`src/rtl/multicycle_control_if.sv`:
```
//------------------------------------------------------------------------------
// Module      : multicycle_control_if
// Description : Datapath/controller bundle for the multicycle MIPS control FSM.
// Revision    : 1.0 - initial release
//------------------------------------------------------------------------------
`default_nettype none

interface multicycle_control_if;
  logic [5:0] opcode;
  logic       mem_ready;
  logic       PCWrite;
  logic       PCWriteCond;
  logic       IorD;
  logic       MemRead;
  logic       MemWrite;
  logic       MemtoReg;
  logic       IRWrite;
  logic       ALUSrcA;
  logic       RegWrite;
  logic       RegDst;
  logic [1:0] ALUOp;
  logic [1:0] ALUSrcB;
  logic [1:0] PCSource;
  logic       illegal;
  logic [3:0] state;

  // Controller side: consumes opcode/mem_ready, drives every strobe.
  modport master (
    input  opcode, mem_ready,
    output PCWrite, PCWriteCond, IorD, MemRead, MemWrite, MemtoReg, IRWrite,
           ALUSrcA, RegWrite, RegDst, ALUOp, ALUSrcB, PCSource, illegal, state
  );

  modport slave (
    output opcode, mem_ready,
    input  PCWrite, PCWriteCond, IorD, MemRead, MemWrite, MemtoReg, IRWrite,
           ALUSrcA, RegWrite, RegDst, ALUOp, ALUSrcB, PCSource, illegal, state
  );
endinterface

`default_nettype wire

```
`src/rtl/multicycle_control.sv`:
```
//------------------------------------------------------------------------------
// Module      : multicycle_control
// Description : Multicycle MIPS control FSM; JUMP_INSN_EN enables the J insn.
// Revision    : 1.0 - initial release
//------------------------------------------------------------------------------
`default_nettype none

module multicycle_control (
  input wire logic           clk,
  input wire logic           reset,
  multicycle_control_if.master bus
);

  typedef enum logic [3:0] {
    FETCH  = 4'd0,
    DECODE = 4'd1,
    MEMADR = 4'd2,
    MEMRD  = 4'd3,
    MEMWB  = 4'd4,
    MEMWR  = 4'd5,
    EXEC   = 4'd6,
    RWB    = 4'd7,
    BRANCH = 4'd8,
`ifdef JUMP_INSN_EN
    JUMP   = 4'd9,
`endif
    ERROR  = 4'd10
  } state_t;

  localparam logic [5:0] c_OP_RTYPE = 6'b000000;
  localparam logic [5:0] c_OP_LW    = 6'b100011;
  localparam logic [5:0] c_OP_SW    = 6'b101011;
  localparam logic [5:0] c_OP_BEQ   = 6'b000100;
`ifdef JUMP_INSN_EN
  localparam logic [5:0] c_OP_J     = 6'b000010;
`endif

  state_t     r_state;
  state_t     w_nextState;
  logic [5:0] r_opcode;

  always_ff @(posedge clk) begin
    if (reset) begin
      r_state  <= FETCH;
      r_opcode <= 6'b000000;
    end else begin
      r_state <= w_nextState;
      if (r_state == DECODE) begin
        r_opcode <= bus.opcode;
      end
    end
  end

  always_comb begin
    w_nextState     = FETCH;
    bus.PCWrite     = 1'b0;
    bus.PCWriteCond = 1'b0;
    bus.IorD        = 1'b0;
    bus.MemRead     = 1'b0;
    bus.MemWrite    = 1'b0;
    bus.MemtoReg    = 1'b0;
    bus.IRWrite     = 1'b0;
    bus.ALUSrcA     = 1'b0;
    bus.RegWrite    = 1'b0;
    bus.RegDst      = 1'b0;
    bus.ALUOp       = 2'b00;
    bus.ALUSrcB     = 2'b00;
    bus.PCSource    = 2'b00;
    bus.illegal     = 1'b0;

    case (r_state)
      FETCH: begin
        bus.MemRead = 1'b1;
        bus.ALUSrcB = 2'b01;
        bus.IRWrite = bus.mem_ready;
        bus.PCWrite = bus.mem_ready;
        w_nextState = bus.mem_ready ? DECODE : FETCH;
      end
      DECODE: begin
        bus.ALUSrcB = 2'b11;
        case (bus.opcode)
          c_OP_RTYPE:     w_nextState = EXEC;
          c_OP_LW, c_OP_SW: w_nextState = MEMADR;
          c_OP_BEQ:       w_nextState = BRANCH;
`ifdef JUMP_INSN_EN
          c_OP_J:         w_nextState = JUMP;
`endif
          default:        w_nextState = ERROR;
        endcase
      end
      MEMADR: begin
        bus.ALUSrcA = 1'b1;
        bus.ALUSrcB = 2'b10;
        // The live opcode may have moved on; only the DECODE copy is trusted.
        w_nextState = (r_opcode == c_OP_LW) ? MEMRD : MEMWR;
      end
      MEMRD: begin
        bus.MemRead = 1'b1;
        bus.IorD    = 1'b1;
        w_nextState = bus.mem_ready ? MEMWB : MEMRD;
      end
      MEMWB: begin
        bus.MemtoReg = 1'b1;
        bus.RegWrite = 1'b1;
        w_nextState  = FETCH;
      end
      MEMWR: begin
        bus.MemWrite = 1'b1;
        bus.IorD     = 1'b1;
        w_nextState  = bus.mem_ready ? FETCH : MEMWR;
      end
      EXEC: begin
        bus.ALUSrcA = 1'b1;
        bus.ALUOp   = 2'b10;
        w_nextState = RWB;
      end
      RWB: begin
        bus.RegDst   = 1'b1;
        bus.RegWrite = 1'b1;
        w_nextState  = FETCH;
      end
      BRANCH: begin
        bus.ALUSrcA     = 1'b1;
        bus.ALUOp       = 2'b01;
        bus.PCWriteCond = 1'b1;
        bus.PCSource    = 2'b01;
        w_nextState     = FETCH;
      end
`ifdef JUMP_INSN_EN
      JUMP: begin
        bus.PCWrite  = 1'b1;
        bus.PCSource = 2'b10;
        w_nextState  = FETCH;
      end
`endif
      ERROR: begin
        bus.illegal = 1'b1;
        w_nextState = FETCH;
      end
      default: w_nextState = FETCH;
    endcase
  end

  assign bus.state = r_state;

endmodule

`default_nettype wire
```
`src/flat_wrapper.sv`:
```
// flat-port wrapper written by rule: the top's interface ports become plain ports
module multicycle_control_flat 
  (clk, reset, bus_opcode, bus_mem_ready, bus_PCWrite, bus_PCWriteCond, bus_IorD, bus_MemRead, bus_MemWrite, bus_MemtoReg, bus_IRWrite, bus_ALUSrcA, bus_RegWrite, bus_RegDst, bus_ALUOp, bus_ALUSrcB, bus_PCSource, bus_illegal, bus_state);
  multicycle_control_if bus_i ();
  input wire logic clk;
  input wire logic reset;
  input wire logic [$bits(bus_i.opcode)-1:0] bus_opcode;
  input wire logic [$bits(bus_i.mem_ready)-1:0] bus_mem_ready;
  output wire logic [$bits(bus_i.PCWrite)-1:0] bus_PCWrite;
  output wire logic [$bits(bus_i.PCWriteCond)-1:0] bus_PCWriteCond;
  output wire logic [$bits(bus_i.IorD)-1:0] bus_IorD;
  output wire logic [$bits(bus_i.MemRead)-1:0] bus_MemRead;
  output wire logic [$bits(bus_i.MemWrite)-1:0] bus_MemWrite;
  output wire logic [$bits(bus_i.MemtoReg)-1:0] bus_MemtoReg;
  output wire logic [$bits(bus_i.IRWrite)-1:0] bus_IRWrite;
  output wire logic [$bits(bus_i.ALUSrcA)-1:0] bus_ALUSrcA;
  output wire logic [$bits(bus_i.RegWrite)-1:0] bus_RegWrite;
  output wire logic [$bits(bus_i.RegDst)-1:0] bus_RegDst;
  output wire logic [$bits(bus_i.ALUOp)-1:0] bus_ALUOp;
  output wire logic [$bits(bus_i.ALUSrcB)-1:0] bus_ALUSrcB;
  output wire logic [$bits(bus_i.PCSource)-1:0] bus_PCSource;
  output wire logic [$bits(bus_i.illegal)-1:0] bus_illegal;
  output wire logic [$bits(bus_i.state)-1:0] bus_state;
  assign bus_i.opcode = bus_opcode;
  assign bus_i.mem_ready = bus_mem_ready;
  assign bus_PCWrite = bus_i.PCWrite;
  assign bus_PCWriteCond = bus_i.PCWriteCond;
  assign bus_IorD = bus_i.IorD;
  assign bus_MemRead = bus_i.MemRead;
  assign bus_MemWrite = bus_i.MemWrite;
  assign bus_MemtoReg = bus_i.MemtoReg;
  assign bus_IRWrite = bus_i.IRWrite;
  assign bus_ALUSrcA = bus_i.ALUSrcA;
  assign bus_RegWrite = bus_i.RegWrite;
  assign bus_RegDst = bus_i.RegDst;
  assign bus_ALUOp = bus_i.ALUOp;
  assign bus_ALUSrcB = bus_i.ALUSrcB;
  assign bus_PCSource = bus_i.PCSource;
  assign bus_illegal = bus_i.illegal;
  assign bus_state = bus_i.state;
  multicycle_control u_core (.clk(clk), .reset(reset), .bus(bus_i));
endmodule
```
`config.mk`:
```
export PLATFORM = sky130hd
export DESIGN_NAME = multicycle_control_flat
export DESIGN_NICKNAME = d
export VERILOG_FILES = /design/src/rtl/multicycle_control_if.sv /design/src/rtl/multicycle_control.sv /design/src/flat_wrapper.sv
export SDC_FILE = /design/constraint.sdc
export NUM_CORES = 1
export LEC_CHECK = 0
export ABC_AREA = 1
export BUFFER_PORTS_ARGS = -buffer_cell sky130_fd_sc_hd__buf_2
export CAP_MARGIN = 0
export CELL_PAD_IN_SITES_DETAIL_PLACEMENT = 2
export CELL_PAD_IN_SITES_GLOBAL_PLACEMENT = 2
export CORE_MARGIN = 4
export CORE_UTILIZATION = 21
export CTS_CLUSTER_SIZE = 30
export DETAILED_ROUTE_END_ITERATION = 12
export GPL_TIMING_DRIVEN = 0
export PLACE_DENSITY_LB_ADDON = 0.25
export REMOVE_ABC_BUFFERS = 1
export SKIP_CTS_REPAIR_TIMING = 1
export SYNTH_ARGS = -nofsm -noshare
export SYNTH_HDL_FRONTEND = slang
export SYNTH_SLANG_ARGS = --single-unit
```
`constraint.sdc`:
```
create_clock -name clk -period 1.3 [get_ports clk]
set_input_delay 0.195 -clock clk [delete_from_list [all_inputs] [get_ports clk]]
set_output_delay 0.195 -clock clk [all_outputs]
set_load 0.05 [all_outputs]
```
==> reports/metrics.yaml, run 1 <==
run_status:
  status: "complete, but fails checks"
  violations: "setup timing"
detailed_routing:
  postRouteAntennaNets: 0
  wl_per_cell_microns: 15.9
  num_vias: 812
  routed_via_density: 4.69
  drc: 0
  drt_iter0_markers: 23
  drt_wl_total_mm: 2.75
  first_pass_iters: 3
sta:
  finalSetupViolCount: 17
  whs_ns: 0.103
  setup_ws_ns: -0.240
  fin_skew_ns: 0.00605
  fmax_ghz: 0.649
  min_period_ns: 1.54
  grt_setup_unrepaired: "true"
  period_share: 1.18
  hold_viol: 0
  maxSlewViolCount: 0
yosys:
  synth_warnings: 0
  synth.distinct_cells: 17
  synth_cells: 107
  syn_area_sq_um: 644
  syn_area_per_cell_sq_um: 6.02
  yosys_register_bits: 10
  ys_seq_area_frac: 0.311
floorplan:
  start_util: 0.226
  die_y_microns: 63.4
  die_w_microns: 63.4
  rows: 19
  core_sq_um: 2850
  dieArea_sq_um: 4020
  io_pins: 30
final_layout:
  insertedDiodeCount: 0
  finalNonFillerCells: 173
  syn_to_final_growth_pct: 67.0
  layout.nets: 152
  final_common_cell: "nor2_1"
  most-common-layout-cells: "nor2_1, buf_2, buf_4, inv_1"
  drive_gt1_frac: 0.472
cts:
  clk_pin_slew_ns: 0.06
  clock-sinks: 10
  clk_latency_ns: 0.28
  cts_tree: "yes"
  cts_buffers: 3
  cts_buffer_depth: 2
  cts_root_buf: "clkbuf_4"
  ctsHtreeMaxLevel: 1
placed_design:
  gp_congestion: 0.781
  dp_cells: 162
  dp_hpwl_mm: 1.78
  port_buffers: 28
worst_setup_path:
  r2r_cells: 8
  startpoint_type: "flip-flop"
  cp_max_fo: 11
  max_stage_delay_ns: 0.37
  endpoint_kind: "primary output"
  endpoint: "bus_ALUSrcB[1]"
  critical_path_required_ns: 1.11
  crit_buf_inv: 2
  rr_endpoint: "u_core.bus.state[1]"
  path_depth: 5
  cpLargestDelayFamily: "simple AND/OR/NAND/NOR gates"
  cp_cell_sequence: "nor2_4, buf_4, nand2_4, nand2_1, buf_6"
  r2r_slack_ns: -0.02
  path_class: "flip-flop to primary output"
  timing.rr.start: "u_core.bus.state[2]"
  slowest_stage: "dfxtp_4"
  cp.arrival_ns: 1.35
  crit_path_start: "u_core.bus.state[3]"
power:
  power_mw: 1.33
  cellPowerDensity_nw_per_um2: 1240
  ir_drop_mv: 0.529
  power.leakage_nw: 0.541
global_route:
  antenna_found_initial: 0
  grt_usage: 0.123
  grt_max_degree: 12
  grt_first_pass_wirelength_mm: 3.84
  gr-total-overflow: 0
  grt_pass1_vias: 790
run:
  maxCapViolCount: 0
min_path:
  min_path_type: "input pin to flip-flop"
==> cell usage after synthesis <==
| cell type | n | area [sq um] |
|---|---|---|
| conb_1 | 1 | 3.75 |
| a31oi_1 | 1 | 6.26 |
| nor2_4 | 1 | 11.3 |
| nand3b_1 | 1 | 7.51 |
| nor2_2 | 4 | 25.0 |
| o21ai_0 | 8 | 40.0 |
| nor3b_1 | 1 | 7.51 |
| nand2_1 | 14 | 52.6 |
| dfxtp_1 | 10 | 200 |
| a21oi_1 | 5 | 25.0 |
| buf_4 | 3 | 22.5 |
| inv_1 | 19 | 71.3 |
| nor2_1 | 25 | 93.8 |
| nand2_2 | 1 | 6.26 |
| nor3_1 | 3 | 15.0 |
| buf_6 | 1 | 11.3 |
| nand3_1 | 9 | 45.0 |
==> state kept, by name, indices dropped and copies added, names as in the netlist <==
name / flops
u_core.bus.state: 4
u_core.r_opcode: 6
==> worst reg2reg max path: stages (launching register included) <==
cell,delay [ns]
dfxtp_4,0.41
nor2_4,0.06
buf_4,0.14
nand2_4,0.14
clkinvlp_4,0.17
nand2_1,0.10
nand3b_1,0.08
nand2_1,0.07
inv_1,0.05
==> metal layers <==
metal  track usage  wire length, microns  vias to the layer above
li1              -                     -                      397
met1         0.157                  1150                      384
met2         0.189                  1440                       23
met3        0.0231                    90                        8
met4        0.0809                    75                        0
met5             0                     0                        -
==> kinds of logic (layout without fill, tap and decap cells) <==
family	after synthesis	count (layout)	synth area share
AOI/OAI and AO/OA	14	14	0.111
buffers and inverters	23	58	0.163
DFF	10	10	0.311
other	1	1	0.00582
and+or+nand+nor	59	59	0.410
==> through the flow <==
step | setup WS (ns) | TNS [ns] | utilization | instance area (sq um)
2_1_floorplan | -2.38 | -14.83 | - | 611
3_3_place_gp | -0.200 | -0.786 | 0.277 | 790
3_5_place_dp | -0.256 | -1.33 | 0.277 | 790
4_1_cts | -0.563 | -6.00 | 0.289 | 826
5_1_grt | -0.309 | -4.32 | 0.377 | 1080
6_report | -0.240 | -2.83 | 0.377 | 1080
==> power breakdown <==
part           leakage (nW)  internal (mW)  switching, mW
Combinational         0.435          0.203          0.453
Clock                0.0210          0.171          0.120
Sequential           0.0848          0.345         0.0432
Total                 0.541          0.719          0.616
==> how the worst min path moves through the flow <==
| stage | endpoint | startpoint | depth (start not counted) |
|---|---|---|---|
| floorplan | u_core.bus.state[2] | reset | 1 |
| global placement | u_core.bus.state[2] | reset | 2 |
| detailed placement | u_core.bus.state[2] | reset | 2 |
| CTS | u_core.bus.state[2] | reset | 2 |
| global route | u_core.bus.state[2] | reset | 2 |
| finish | u_core.bus.state[2] | reset | 2 |
==> final cells by class <==
cell class              instances  area [sq um]
clock buffers                   4          36.3
fillers                       344          1780
inverters                      19          82.6
multi-input cells              74           414
flip-flops and latches         10           215
well taps                      31          38.8
repair buffers                 35           289
(Power assumes the default switching activity.)
==> run 2: changes to the inputs <==
- clock period: 1.3 -> 1.75 ns (I/O delays scaled with it)
==> run 2 against run 1 <==
  * The run now ends clean
  * Combinational power is 40% lower
  * Clock power is 27% lower
  * Die area stayed put
  * Critical path depth stayed put
  * Cell count is 4.0% lower
  * Global-route usage stayed put
  * Via count is 5.8% lower
  * Total power is 33% lower
  * Critical endpoint is now bus_RegWrite
  * Largest cell class unchanged
  * Highest routed layer unchanged
==> reports/metrics.yaml, run 2 (same netlist as run 1, synthesis figures left out) <==
worst_setup_path:
  r2r_cells: 6  # -2
  path_depth: 5  # unchanged
  slowest_stage: "dfxtp_4"
  critical_path_required_ns: 1.49  # +0.38 ns
  max_stage_delay_ns: 0.40  # +0.03 ns
  crit_buf_inv: 3  # +1
  endpoint_kind: "primary output"
  rr_endpoint: "u_core.bus.state[3]"
  startpoint_type: "flip-flop"
  path_class: "flip-flop to primary output"
  cpLargestDelayFamily: "buffers and inverters"
  endpoint: "bus_RegWrite"
  timing.rr.start: "u_core.bus.state[0]"
  cp_cell_sequence: "inv_1, nor2_4, inv_1, a21oi_1, buf_2"
  cp.arrival_ns: 1.38  # +0.03 ns
  r2r_slack_ns: 0.48  # +0.50 ns
  crit_path_start: "u_core.bus.state[2]"
  cp_max_fo: 6  # -5
  crit_top_cell: "inv_1"
final_layout:
  largest_reg_flops: 6  # unchanged
  fin_util: 0.306  # -0.0715
  largest-register: "u_core.r_opcode"
  insertedDiodeCount: 0  # unchanged
  finalNonFillerCells: 166  # -4.0%
  fin_area_sq_um: 872  # -19%
  syn_to_final_growth_pct: 35.3
  drive_gt1_frac: 0.341  # -0.131
  most-common-layout-cells: "nor2_1, buf_2, inv_1, nand2_1, nand3_1"
  layout.nets: 145  # -4.6%
sta:
  hold_viol: 0  # unchanged
  whs_ns: 0.170  # +0.0663 ns
  min_period_ns: 1.64
  maxSlewViolCount: 0  # unchanged
  finalSetupTns_ns: 0  # +2.83 ns
  fin_skew_ns: 0.00616  # +0.000109 ns
  fmax_ghz: 0.610
  finalSetupViolCount: 0  # -17
  setup_ws_ns: 0.112  # +0.352 ns
  period_share: 0.936
cts:
  clk_latency_ns: 0.27  # about the same
  cts_buffers: 3  # unchanged
  cts_root_buf: "clkbuf_4"
  ctsHtreeMaxLevel: 1  # unchanged
  clock-sinks: 10  # unchanged
  cts_tree: "yes"
  cts_buffer_depth: 2  # unchanged
  clk_pin_slew_ns: 0.06  # about the same
detailed_routing:
  num_vias: 765  # -5.8%
  routed_via_density: 4.61  # -1.8%
  drt_iter0_markers: 22  # -4.3%
  drc: 0  # unchanged
  drt_wl_total_mm: 2.18  # -21%
  wl_per_cell_microns: 13.2  # -17%
  postRouteAntennaNets: 0  # unchanged
  first_pass_iters: 3  # unchanged
global_route:
  grt_pass1_vias: 790  # unchanged
  gr-total-overflow: 0  # unchanged
  antenna_found_initial: 0  # unchanged
  grt_usage: 0.123  # unchanged
  grt_max_degree: 12  # unchanged
  grt_first_pass_wirelength_mm: 3.84  # unchanged
power:
  ir_drop_mv: 0.348  # -34%
  power.leakage_nw: 0.476  # -12%
  power_mw: 0.888  # -33%
  cellPowerDensity_nw_per_um2: 1020  # -18%
floorplan:
  rows: 19  # unchanged
  dieArea_sq_um: 4020  # unchanged
  io_pins: 30  # unchanged
  start_util: 0.226  # unchanged
  die_w_microns: 63.4  # unchanged
  die_y_microns: 63.4  # unchanged
  core_sq_um: 2850  # unchanged
placed_design:
  placed_cell_area_sq_um: 790  # unchanged
  place_worst_setup_slack_ns: 0.127  # +0.383 ns
  port_buffers: 28  # unchanged
  gp_congestion: 0.781  # unchanged
  dp_hpwl_mm: 1.78  # unchanged
  dp_cells: 162  # unchanged
min_path:
  min_path_type: "input pin to flip-flop"
run:
  maxCapViolCount: 0  # unchanged
run_status:
  status: "complete, no violations"
==> run 2: cell count changes in the layout (fill, tap and decap cells not counted), sizes merged <==
cell / delta
clkinvlp: -1
buf: -7
inv: +1
==> run 2: worst min path at each step <==
stage,from,end,cells after the start
6_report,reset,u_core.bus.state[2],2
5_1_grt,reset,u_core.bus.state[2],2
4_1_cts,reset,u_core.bus.state[2],2
3_5_place_dp,reset,u_core.bus.state[2],2
3_3_place_gp,u_core.r_opcode[2],u_core.r_opcode[2],2
2_1_floorplan,reset,u_core.bus.state[2],1
==> run 2: metal layers <==
layer	GRT usage	up-vias	share of wire
met4	0.0809	0	0.029
met3	0.0231	5	0.044
li1	-	385	-
met1	0.157	354	0.47
met5	0	-	0
met2	0.189	21	0.46
==> run 2: final cells by class <==
class / count / area, sq um
inverters: 19 / 71.3
fillers: 362 / 1980
flip-flops and latches: 10 / 208
multi-input cells: 74 / 368
well taps: 31 / 38.8
clock buffers: 4 / 36.3
repair buffers: 28 / 150
==> run 2: report_power, final <==
| part | total [mW] | switching, mW | internal (mW) |
|---|---|---|---|
| combinational | 0.392 | 0.299 | 0.0925 |
| clock | 0.213 | 0.0864 | 0.127 |
| sequential | 0.283 | 0.0268 | 0.257 |
